===== src/rtl/alu_share_arbiter_if.sv =====
// Bundle of requester, ALU and response signals for the shared-ALU arbiter.
// slave: arbiter side. master: requesters, ALU and response consumer side.
interface alu_share_arbiter_if #(
    parameter int NUM_REQ = 4,
    parameter int DATA_W  = 32,
    parameter int ID_W    = 2
);
    logic [NUM_REQ-1:0]        req_valid;
    logic [NUM_REQ-1:0]        req_ready;
    logic [NUM_REQ*DATA_W-1:0] req_op1;
    logic [NUM_REQ*DATA_W-1:0] req_op2;
    logic [NUM_REQ*4-1:0]      req_sel;
    logic [DATA_W-1:0]         alu_op1;
    logic [DATA_W-1:0]         alu_op2;
    logic [3:0]                alu_sel;
    logic [DATA_W-1:0]         alu_out;
    logic                      rsp_valid;
    logic                      rsp_ready;
    logic [DATA_W-1:0]         rsp_data;
    logic [ID_W-1:0]           rsp_id;
    logic                      rsp_err;

    modport slave (
        input  req_valid, req_op1, req_op2, req_sel, alu_out, rsp_ready,
        output req_ready, alu_op1, alu_op2, alu_sel, rsp_valid, rsp_data, rsp_id, rsp_err
    );

    modport master (
        output req_valid, req_op1, req_op2, req_sel, alu_out, rsp_ready,
        input  req_ready, alu_op1, alu_op2, alu_sel, rsp_valid, rsp_data, rsp_id, rsp_err
    );
endinterface


===== src/rtl/alu_share_arbiter.sv =====
// Round-robin sharing of one combinational ALU among NUM_REQ requesters,
// with the selected result registered into a single valid/ready response slot.
module alu_share_arbiter #(
    parameter int NUM_REQ = 4,
    parameter int DATA_W  = 32,
    parameter int ID_W    = 2
) (
    input logic                clk,
    input logic                rst_n,
    alu_share_arbiter_if.slave bus
);
    typedef enum logic {
        EMPTY = 1'b0,
        FULL  = 1'b1
    } slot_t;

    slot_t           state;
    logic [ID_W-1:0] rr_ptr;
    logic            slot_free;
    logic            grant;
    logic [ID_W-1:0] winner;
    logic            sel_bad;

    assign slot_free = (state == EMPTY) || bus.rsp_ready;

    always_comb begin
        int unsigned idx;
        grant  = 1'b0;
        winner = '0;
        idx    = 0;
        if (slot_free) begin
            for (int unsigned k = 0; k < NUM_REQ; k++) begin
                idx = (32'(rr_ptr) + k) % NUM_REQ;
                if (!grant && bus.req_valid[idx]) begin
                    grant  = 1'b1;
                    winner = ID_W'(idx);
                end
            end
        end
    end

    always_comb begin
        bus.req_ready = '0;
        bus.alu_op1   = '0;
        bus.alu_op2   = '0;
        bus.alu_sel   = '0;
        if (grant) begin
            bus.req_ready[winner] = 1'b1;
            bus.alu_op1 = bus.req_op1[32'(winner)*DATA_W +: DATA_W];
            bus.alu_op2 = bus.req_op2[32'(winner)*DATA_W +: DATA_W];
            bus.alu_sel = bus.req_sel[32'(winner)*4 +: 4];
        end
    end

    // Codes above COPY1 (10) are undefined for the ALU; its output is discarded.
    assign sel_bad       = grant && (bus.alu_sel > 4'd10);
    assign bus.rsp_valid = (state == FULL);

    always_ff @(posedge clk or negedge rst_n) begin
        if (!rst_n) begin
            state        <= EMPTY;
            rr_ptr       <= '0;
            bus.rsp_data <= '0;
            bus.rsp_id   <= '0;
            bus.rsp_err  <= 1'b0;
        end else if (grant) begin
            state        <= FULL;
            rr_ptr       <= ID_W'((32'(winner) + 1) % NUM_REQ);
            bus.rsp_data <= sel_bad ? '0 : bus.alu_out;
            bus.rsp_id   <= winner;
            bus.rsp_err  <= sel_bad;
        end else if (state == FULL && bus.rsp_ready) begin
            state <= EMPTY;
        end
    end
endmodule


===== src/flat_wrapper.sv =====
// flat-port wrapper written by rule: the top's interface ports become plain ports
module alu_share_arbiter_flat 
#(
    parameter int NUM_REQ = 4,
    parameter int DATA_W  = 32,
    parameter int ID_W    = 2
)
  (clk, rst_n, bus_req_valid, bus_req_op1, bus_req_op2, bus_req_sel, bus_alu_out, bus_rsp_ready, bus_req_ready, bus_alu_op1, bus_alu_op2, bus_alu_sel, bus_rsp_valid, bus_rsp_data, bus_rsp_id, bus_rsp_err);
  alu_share_arbiter_if #(.NUM_REQ(NUM_REQ), .DATA_W(DATA_W), .ID_W(ID_W)) bus_i ();
  input logic clk;
  input logic rst_n;
  input wire logic [$bits(bus_i.req_valid)-1:0] bus_req_valid;
  input wire logic [$bits(bus_i.req_op1)-1:0] bus_req_op1;
  input wire logic [$bits(bus_i.req_op2)-1:0] bus_req_op2;
  input wire logic [$bits(bus_i.req_sel)-1:0] bus_req_sel;
  input wire logic [$bits(bus_i.alu_out)-1:0] bus_alu_out;
  input wire logic [$bits(bus_i.rsp_ready)-1:0] bus_rsp_ready;
  output wire logic [$bits(bus_i.req_ready)-1:0] bus_req_ready;
  output wire logic [$bits(bus_i.alu_op1)-1:0] bus_alu_op1;
  output wire logic [$bits(bus_i.alu_op2)-1:0] bus_alu_op2;
  output wire logic [$bits(bus_i.alu_sel)-1:0] bus_alu_sel;
  output wire logic [$bits(bus_i.rsp_valid)-1:0] bus_rsp_valid;
  output wire logic [$bits(bus_i.rsp_data)-1:0] bus_rsp_data;
  output wire logic [$bits(bus_i.rsp_id)-1:0] bus_rsp_id;
  output wire logic [$bits(bus_i.rsp_err)-1:0] bus_rsp_err;
  assign bus_i.req_valid = bus_req_valid;
  assign bus_i.req_op1 = bus_req_op1;
  assign bus_i.req_op2 = bus_req_op2;
  assign bus_i.req_sel = bus_req_sel;
  assign bus_i.alu_out = bus_alu_out;
  assign bus_i.rsp_ready = bus_rsp_ready;
  assign bus_req_ready = bus_i.req_ready;
  assign bus_alu_op1 = bus_i.alu_op1;
  assign bus_alu_op2 = bus_i.alu_op2;
  assign bus_alu_sel = bus_i.alu_sel;
  assign bus_rsp_valid = bus_i.rsp_valid;
  assign bus_rsp_data = bus_i.rsp_data;
  assign bus_rsp_id = bus_i.rsp_id;
  assign bus_rsp_err = bus_i.rsp_err;
  alu_share_arbiter #(.NUM_REQ(NUM_REQ), .DATA_W(DATA_W), .ID_W(ID_W)) u_core (.clk(clk), .rst_n(rst_n), .bus(bus_i));
endmodule

===== config.mk =====
export PLATFORM = sky130hd
export DESIGN_NAME = alu_share_arbiter_flat
export DESIGN_NICKNAME = d
export VERILOG_FILES = /design/src/rtl/alu_share_arbiter_if.sv /design/src/rtl/alu_share_arbiter.sv /design/src/flat_wrapper.sv
export SDC_FILE = /design/constraint.sdc
export NUM_CORES = 1
export LEC_CHECK = 0
export BUFFER_PORTS_ARGS = -buffer_cell sky130_fd_sc_hd__clkbuf_2
export CAP_MARGIN = 20
export CORE_AREA = 5 5 161 163
export DETAILED_ROUTE_END_ITERATION = 10
export DIE_AREA = 0 0 166 168
export HOLD_SLACK_MARGIN = 0.1
export PLACE_DENSITY = 0.55
export SLEW_MARGIN = 5
export SYNTH_ARGS = -nofsm -noshare
export SYNTH_HDL_FRONTEND = slang
export SYNTH_SLANG_ARGS = --single-unit

===== constraint.sdc =====
create_clock -name clk -period 3.8 [get_ports clk]
set_clock_uncertainty 0.05 [all_clocks]
set_input_delay 0.76 -clock clk [delete_from_list [all_inputs] [get_ports clk]]
set_output_delay 0.76 -clock clk [all_outputs]
set_load 0.01 [all_outputs]

# [After elaboration in Yosys (flattened, before gate mapping)]
# Cells that the tools add are included.
# Widths: inputs -> output; s select.
[word_totals] ram_bits=0 register_bits=38 latch_bits=0 wordCells=61 output_inout_bits=108 mem_count=0 mem_bits_ro=0 input_bits=311
[op_classes] shifts=3 n_addsub=4 muxes=30 bitwise=1 n_lt_le_gt_ge=7 mul=0 reduce_logical=11 div=0 n_eq_ne=0
[ops] operator="$shiftx 128x8->32" count=2
[ops] operator="$mux 32" count=3
[ops] operator="$shiftx 16x5->4" count=1
[ops] operator="$lt 2x3->1 const B" count=5
[ops] operator="$mux 1" count=15
[ops] operator="$mux 2" count=5
[ops] operator="$bmux 1 s2" count=4
[ops] operator="$mux 4" count=2
[ops] operator="$logic_and 1x1->1" count=6
[ops] operator="$add 2x1->2 const B" count=2
[ops] operator="$add 2x2->2 const B" count=2
[ops] operator="$gt 4x4->1 const B" count=1
[ops] operator="$logic_not 1->1" count=3
[ops] operator="$demux 1 s2" count=1
[ops] operator="$ge 2x1->1 const B" count=1
[ops] operator="$reduce_bool 2->1" count=1
[ops] operator="$logic_or 1x1->1" count=1
[ops] operator="$not 1->1" count=1

# [Longest topological paths before layout]
[logic_depth] word_depth=21 ltp_mapped=11 mapped_depth_nobuf=7

# [Worst setup path before layout]
# No wires, ideal clock.
[synth_path] path_kind="input -> output" startpoint="input bus_req_valid[2]" endpoint="output bus_alu_op2[10]" t_required_ns=2.990 path_buffers=3 stages=9 slack_ns=0.383 arrival_time_ns=2.607 cell_sequence="nor4_1 > or2_1 > buf_6 > nor3_4 > inv_2 > buf_6 > buf_6 > mux4_2 > and2_1"
[synth_via] elab_chain_cells=18 word_cells_on_any_way=29 classes_between="shift (1); mux (22); reduce/logical (6)"
[synth_lines] item="start, declared" line_no="flat_wrapper.sv:12" rtl="input wire logic [$bits(bus_i.req_valid)-1:0] bus_req_valid;"
[synth_lines] item="$bmux 1 s2" line_no="alu_share_arbiter.sv:34" rtl="if (!grant && bus.req_valid[idx]) begin"
[synth_lines] item="$mux 1 (implied by the code)" line_no="alu_share_arbiter.sv:34"
[synth_lines] item="$mux 1" line_no="alu_share_arbiter.sv:34"
[synth_lines] item="$mux 1" line_no="alu_share_arbiter.sv:31" rtl="if (slot_free) begin"
[synth_lines] item="$logic_not 1->1" line_no="alu_share_arbiter.sv:34"
[synth_lines] item="$logic_and 1x1->1" line_no="alu_share_arbiter.sv:34"
[synth_lines] item="$mux 1" line_no="alu_share_arbiter.sv:34"
[synth_lines] item="$mux 1" line_no="alu_share_arbiter.sv:31"
[synth_lines] item="(+3 left out)"
[synth_lines] item="$mux 1" line_no="alu_share_arbiter.sv:31"
[synth_lines] item="$logic_not 1->1" line_no="alu_share_arbiter.sv:34"
[synth_lines] item="$logic_and 1x1->1" line_no="alu_share_arbiter.sv:34"
[synth_lines] item="$mux 2 (*)" line_no="alu_share_arbiter.sv:34"
[synth_lines] item="$mux 2 (*)" line_no="alu_share_arbiter.sv:31"
[synth_lines] item="net u_core.winner[0]" line_no="alu_share_arbiter.sv:21" rtl="logic [ID_W-1:0] winner;"
[synth_lines] item="$shiftx 128x8->32 (*)" line_no="alu_share_arbiter.sv:50" rtl="bus.alu_op2 = bus.req_op2[32'(winner)*DATA_W +: DATA_W];"
[synth_lines] item="$mux 32 (*)" line_no="alu_share_arbiter.sv:47" rtl="if (grant) begin"
[synth_lines] item="end, declared" line_no="flat_wrapper.sv:20" rtl="output wire logic [$bits(bus_i.alu_op2)-1:0] bus_alu_op2;"
# The timed path passes the listed nets; every way through them passes the cells marked *. The select of a mux whose other input is x is not followed.

# [Worst setup path after layout]
[layout_path] startpoint="input bus_req_valid[0]" endpoint="output bus_alu_sel[2]"
[layout_via] elab_chain_cells=18 word_cells_on_any_way=29 classes_between="shift (1); mux (22); reduce/logical (6)"
[layout_lines] item="$bmux 1 s2" line_no="alu_share_arbiter.sv:34"
[layout_lines] item="$mux 1 (implied by the code)" line_no="alu_share_arbiter.sv:34"
[layout_lines] item="$mux 1" line_no="alu_share_arbiter.sv:34"
[layout_lines] item="$mux 1" line_no="alu_share_arbiter.sv:31"
[layout_lines] item="$logic_not 1->1" line_no="alu_share_arbiter.sv:34"
[layout_lines] item="$logic_and 1x1->1" line_no="alu_share_arbiter.sv:34"
[layout_lines] item="$mux 1" line_no="alu_share_arbiter.sv:34"
[layout_lines] item="$mux 1" line_no="alu_share_arbiter.sv:31"
[layout_lines] item="(+2 left out)"
[layout_lines] item="$mux 1" line_no="alu_share_arbiter.sv:34"
[layout_lines] item="$mux 1" line_no="alu_share_arbiter.sv:31"
[layout_lines] item="$logic_not 1->1" line_no="alu_share_arbiter.sv:34"
[layout_lines] item="$logic_and 1x1->1" line_no="alu_share_arbiter.sv:34"
[layout_lines] item="$mux 2" line_no="alu_share_arbiter.sv:34"
[layout_lines] item="$mux 2" line_no="alu_share_arbiter.sv:31"
[layout_lines] item="$shiftx 16x5->4" line_no="alu_share_arbiter.sv:51" rtl="bus.alu_sel = bus.req_sel[32'(winner)*4 +: 4];"
[layout_lines] item="$mux 4 (*)" line_no="alu_share_arbiter.sv:47"
[layout_lines] item="end, declared" line_no="flat_wrapper.sv:21" rtl="output wire logic [$bits(bus_i.alu_sel)-1:0] bus_alu_sel;"
# Mark *: on every way between the ends. The rest lies on a longest branch, timed or not. The select of a mux whose other input is x is not followed.

==> flow_summary.json <==
{
  "outcome": "finished, final reports clean",
  "fin_ws_ns": 0.184,
  "synth_top_family_by_area": "multiplexers",
  "synth_compound_area_frac": 0.190,
  "timing.slew.headroom": 0.668,
  "yosysTopAreaCell": "mux4_2",
  "insertion_delay_ns": 0.28,
  "yosys.area_share.simple": 0.181,
  "synth_cell_type_count": 37,
  "htreeDepth": 2,
  "layout-drive-gt1-share": 0.633,
  "synth_nets": 747,
  "gp_congestion": 0.957,
  "dpl_worst_slack_ns": -0.141,
  "timing.final.crit_share": 0.952,
  "grt_max_degree": 42,
  "viasPerCell": 4.53,
  "fill_cells": 2589,
  "wl_um": 22700,
  "rsz0062_at_grt": "false",
  "cts_hold_buf": 0,
  "grt_pass1_wl_um": 33000,
  "drv_slew": 0,
  "dp_cells": 1146,
  "ant_nets": 0,
  "ios": 419,
  "synth_common_cells": "and2_1, mux4_2, nand2_1",
  "antenna_found_initial": 6,
  "max_freq_ghz": 0.277,
  "crit_type": "input pin to primary output",
  "syn_avg_cell_area_sq_um": 10.4,
  "ys_seq_area_frac": 0.212,
  "cts_made_buffers": 5,
  "yosysMostFrequentCell": "and2_1",
  "dr.first_iter.drc_count": 324,
  "design_area_sq_um": 7200,
  "tightest_slew_ns": 0.498,
  "final_cells": 1161,
  "cts.sinks": 38,
  "cp.arrival_ns": 2.81,
  "drv_cap": 0,
  "area_growth_pct": 60.8,
  "place_area_sq_um": 6950,
  "initial_core_util": 0.185,
  "wl_per_cell_um": 19.5,
  "die_w_um": 166,
  "worstPathMaxFanout": 23,
  "ys_warn_count": 0,
  "synth_seq_cells": 38,
  "via_count": 5257,
  "synth_mux_area_frac": 0.334,
  "synth_xor_xnor_area_share": 0,
  "postSynthCellCount": 432,
  "finalCriticalPeriod_ns": 3.62,
  "worstPathRequired_ns": 2.99,
  "cp-start-kind": "input pin",
  "setup_violations": 0,
  "synth_fa_ha_area_frac": 0.0112,
  "cts.clk_slew.worst_paths_ns": 0.06,
  "power_density_nw_per_um2": 366,
  "synthArstFlopShare": 1.00,
  "drc": 0,
  "drtPass1Iterations": 5,
  "design.core.area_sq_um": 24200,
  "rows": 57,
  "synthFlopType": "dfrtp_1",
  "synthTopCellsByArea": "mux4_2, dfrtp_1, and2_1",
  "power_leakage_nw": 3.70,
  "gr-total-overflow": 0,
  "hold_viol": 0,
  "grt_pass1_vias": 5557,
  "clock-root-buffer": "clkbuf_16",
  "grtUsageTotal": 0.150,
  "synth_edf_count": 0,
  "hold_ws_ns": 0.359,
  "tritoncts": "built",
  "io_buffers": 418,
  "fp.dieH_um": 168,
  "peakVddDrop_v": 0.000164,
  "die-area_sq_um": 27900,
  "hp-class": "input pin to async pin",
  "clockBufferDepth": 2,
  "netlist_area_sq_um": 4480,
  "end_kind": "primary output",
  "post-dp-hpwl_um": 18900,
  "nets": 1148,
  "yosysTopAreaCellShare": 0.241
}
area by class of cell:
class | instances | area [sq um] | share of cell area
diodes | 5 | 12.5 | 0.00174
clock buffers | 6 | 139 | 0.0193
inverters | 10 | 42.5 | 0.00591
multi-input cells | 335 | 3250 | 0.452
flip-flops and latches | 38 | 951 | 0.132
well taps | 324 | 405 | 0.0563
repair buffers | 443 | 2400 | 0.333
final timing paths:
path	from	end	slack, ns	cells past startpoint
min in group clk	u_core.bus.rsp_id[1]$_DFFE_PN0P_	u_core.bus.rsp_id[1]$_DFFE_PN0P_	0.43	2
min reg2reg	u_core.bus.rsp_id[1]$_DFFE_PN0P_	u_core.bus.rsp_id[1]$_DFFE_PN0P_	0.43	2
max	bus_req_valid[0]	bus_alu_sel[2]	0.18	10
max reg2reg	u_core.rr_ptr[1]$_DFFE_PN0P_	u_core.bus.rsp_err$_DFFE_PN0P_	0.90	9
max in group asynchronous	rst_n	u_core.bus.rsp_data[15]$_DFFE_PN0P_	2.86	2
min	rst_n	u_core.bus.rsp_data[0]$_DFFE_PN0P_	0.36	1
layer usage:
metal	GRT usage	wire length, um
met3	0.0429	1740
met4	0.0473	643
met5	0	13
met2	0.270	11900
met1	0.171	8370
sequential cells by signal, indices dropped and copies added, names as in the netlist:
| signal | flops |
|---|---|
| u_core.bus.rsp_data | 32 |
| u_core.bus.rsp_id | 2 |
| u_core.rr_ptr | 2 |
| u_core.bus.rsp_err | 1 |
| u_core.bus.rsp_valid | 1 |
cell usage in the layout, fill, tap and decap left out, drive strengths merged, types with 2 or more instances in the layout:
| master | count |
|---|---|
| a32oi | 32 |
| o22ai | 18 |
| a21oi | 2 |
| clkbuf | 425 |
| buf | 24 |
| o21ai | 2 |
| nor2b | 2 |
| diode | 5 |
| mux4 | 48 |
| and2 | 83 |
| ha | 4 |
| nor4bb | 2 |
| nand2b | 2 |
| mux2i | 40 |
| a21o | 3 |
| o31ai | 34 |
| dfrtp | 38 |
| nand2 | 41 |
| inv | 10 |
| nor2 | 10 |
| nand4 | 2 |
critical path: stages:
cell and delay (ns):
clkbuf_2 0.15, nor4bb_2 0.35, nor2_1 0.13, a311oi_4 0.29
buf_4 0.19, buf_12 0.19, mux2i_4 0.33, mux2i_4 0.11
and2_1 0.17, clkbuf_2 0.13
where the power goes:
part           total (mW)  switching, mW  internal (mW)  leakage (nW)
Clock               0.410          0.156          0.254        0.0688
Combinational        1.64          0.830          0.807          3.17
Sequential          0.587         0.0749          0.512         0.464
Total                2.63           1.06           1.57          3.70
per-stage QoR:
stage                     total power, mW   util  setup TNS, ns
after global routing                 2.82  0.298              0
after floorplan                      1.58      -              0
after CTS                            2.65  0.294              0
after global placement               2.21  0.287         -0.174
final                                2.63  0.298              0
after detailed placement             2.22  0.287         -0.141
kinds of logic after synthesis:
family / count (synthesis)
AND/OR/NAND/NOR: 146
buffers and inverters: 59
flip-flops: 38
adder cells (fa/ha/maj): 4
AO/OA/AOI/OAI: 97
multiplexers: 88
repair_timing:
item                                    in CTS  in global routing
gates resized for setup                      3                  5
pin swaps                                    0                  1
buffers inserted                             0                  2
endpoints found under the setup margin       1                 20
gates cloned                                 0                  1
No activity file was read; power rests on OpenSTA's default activity.
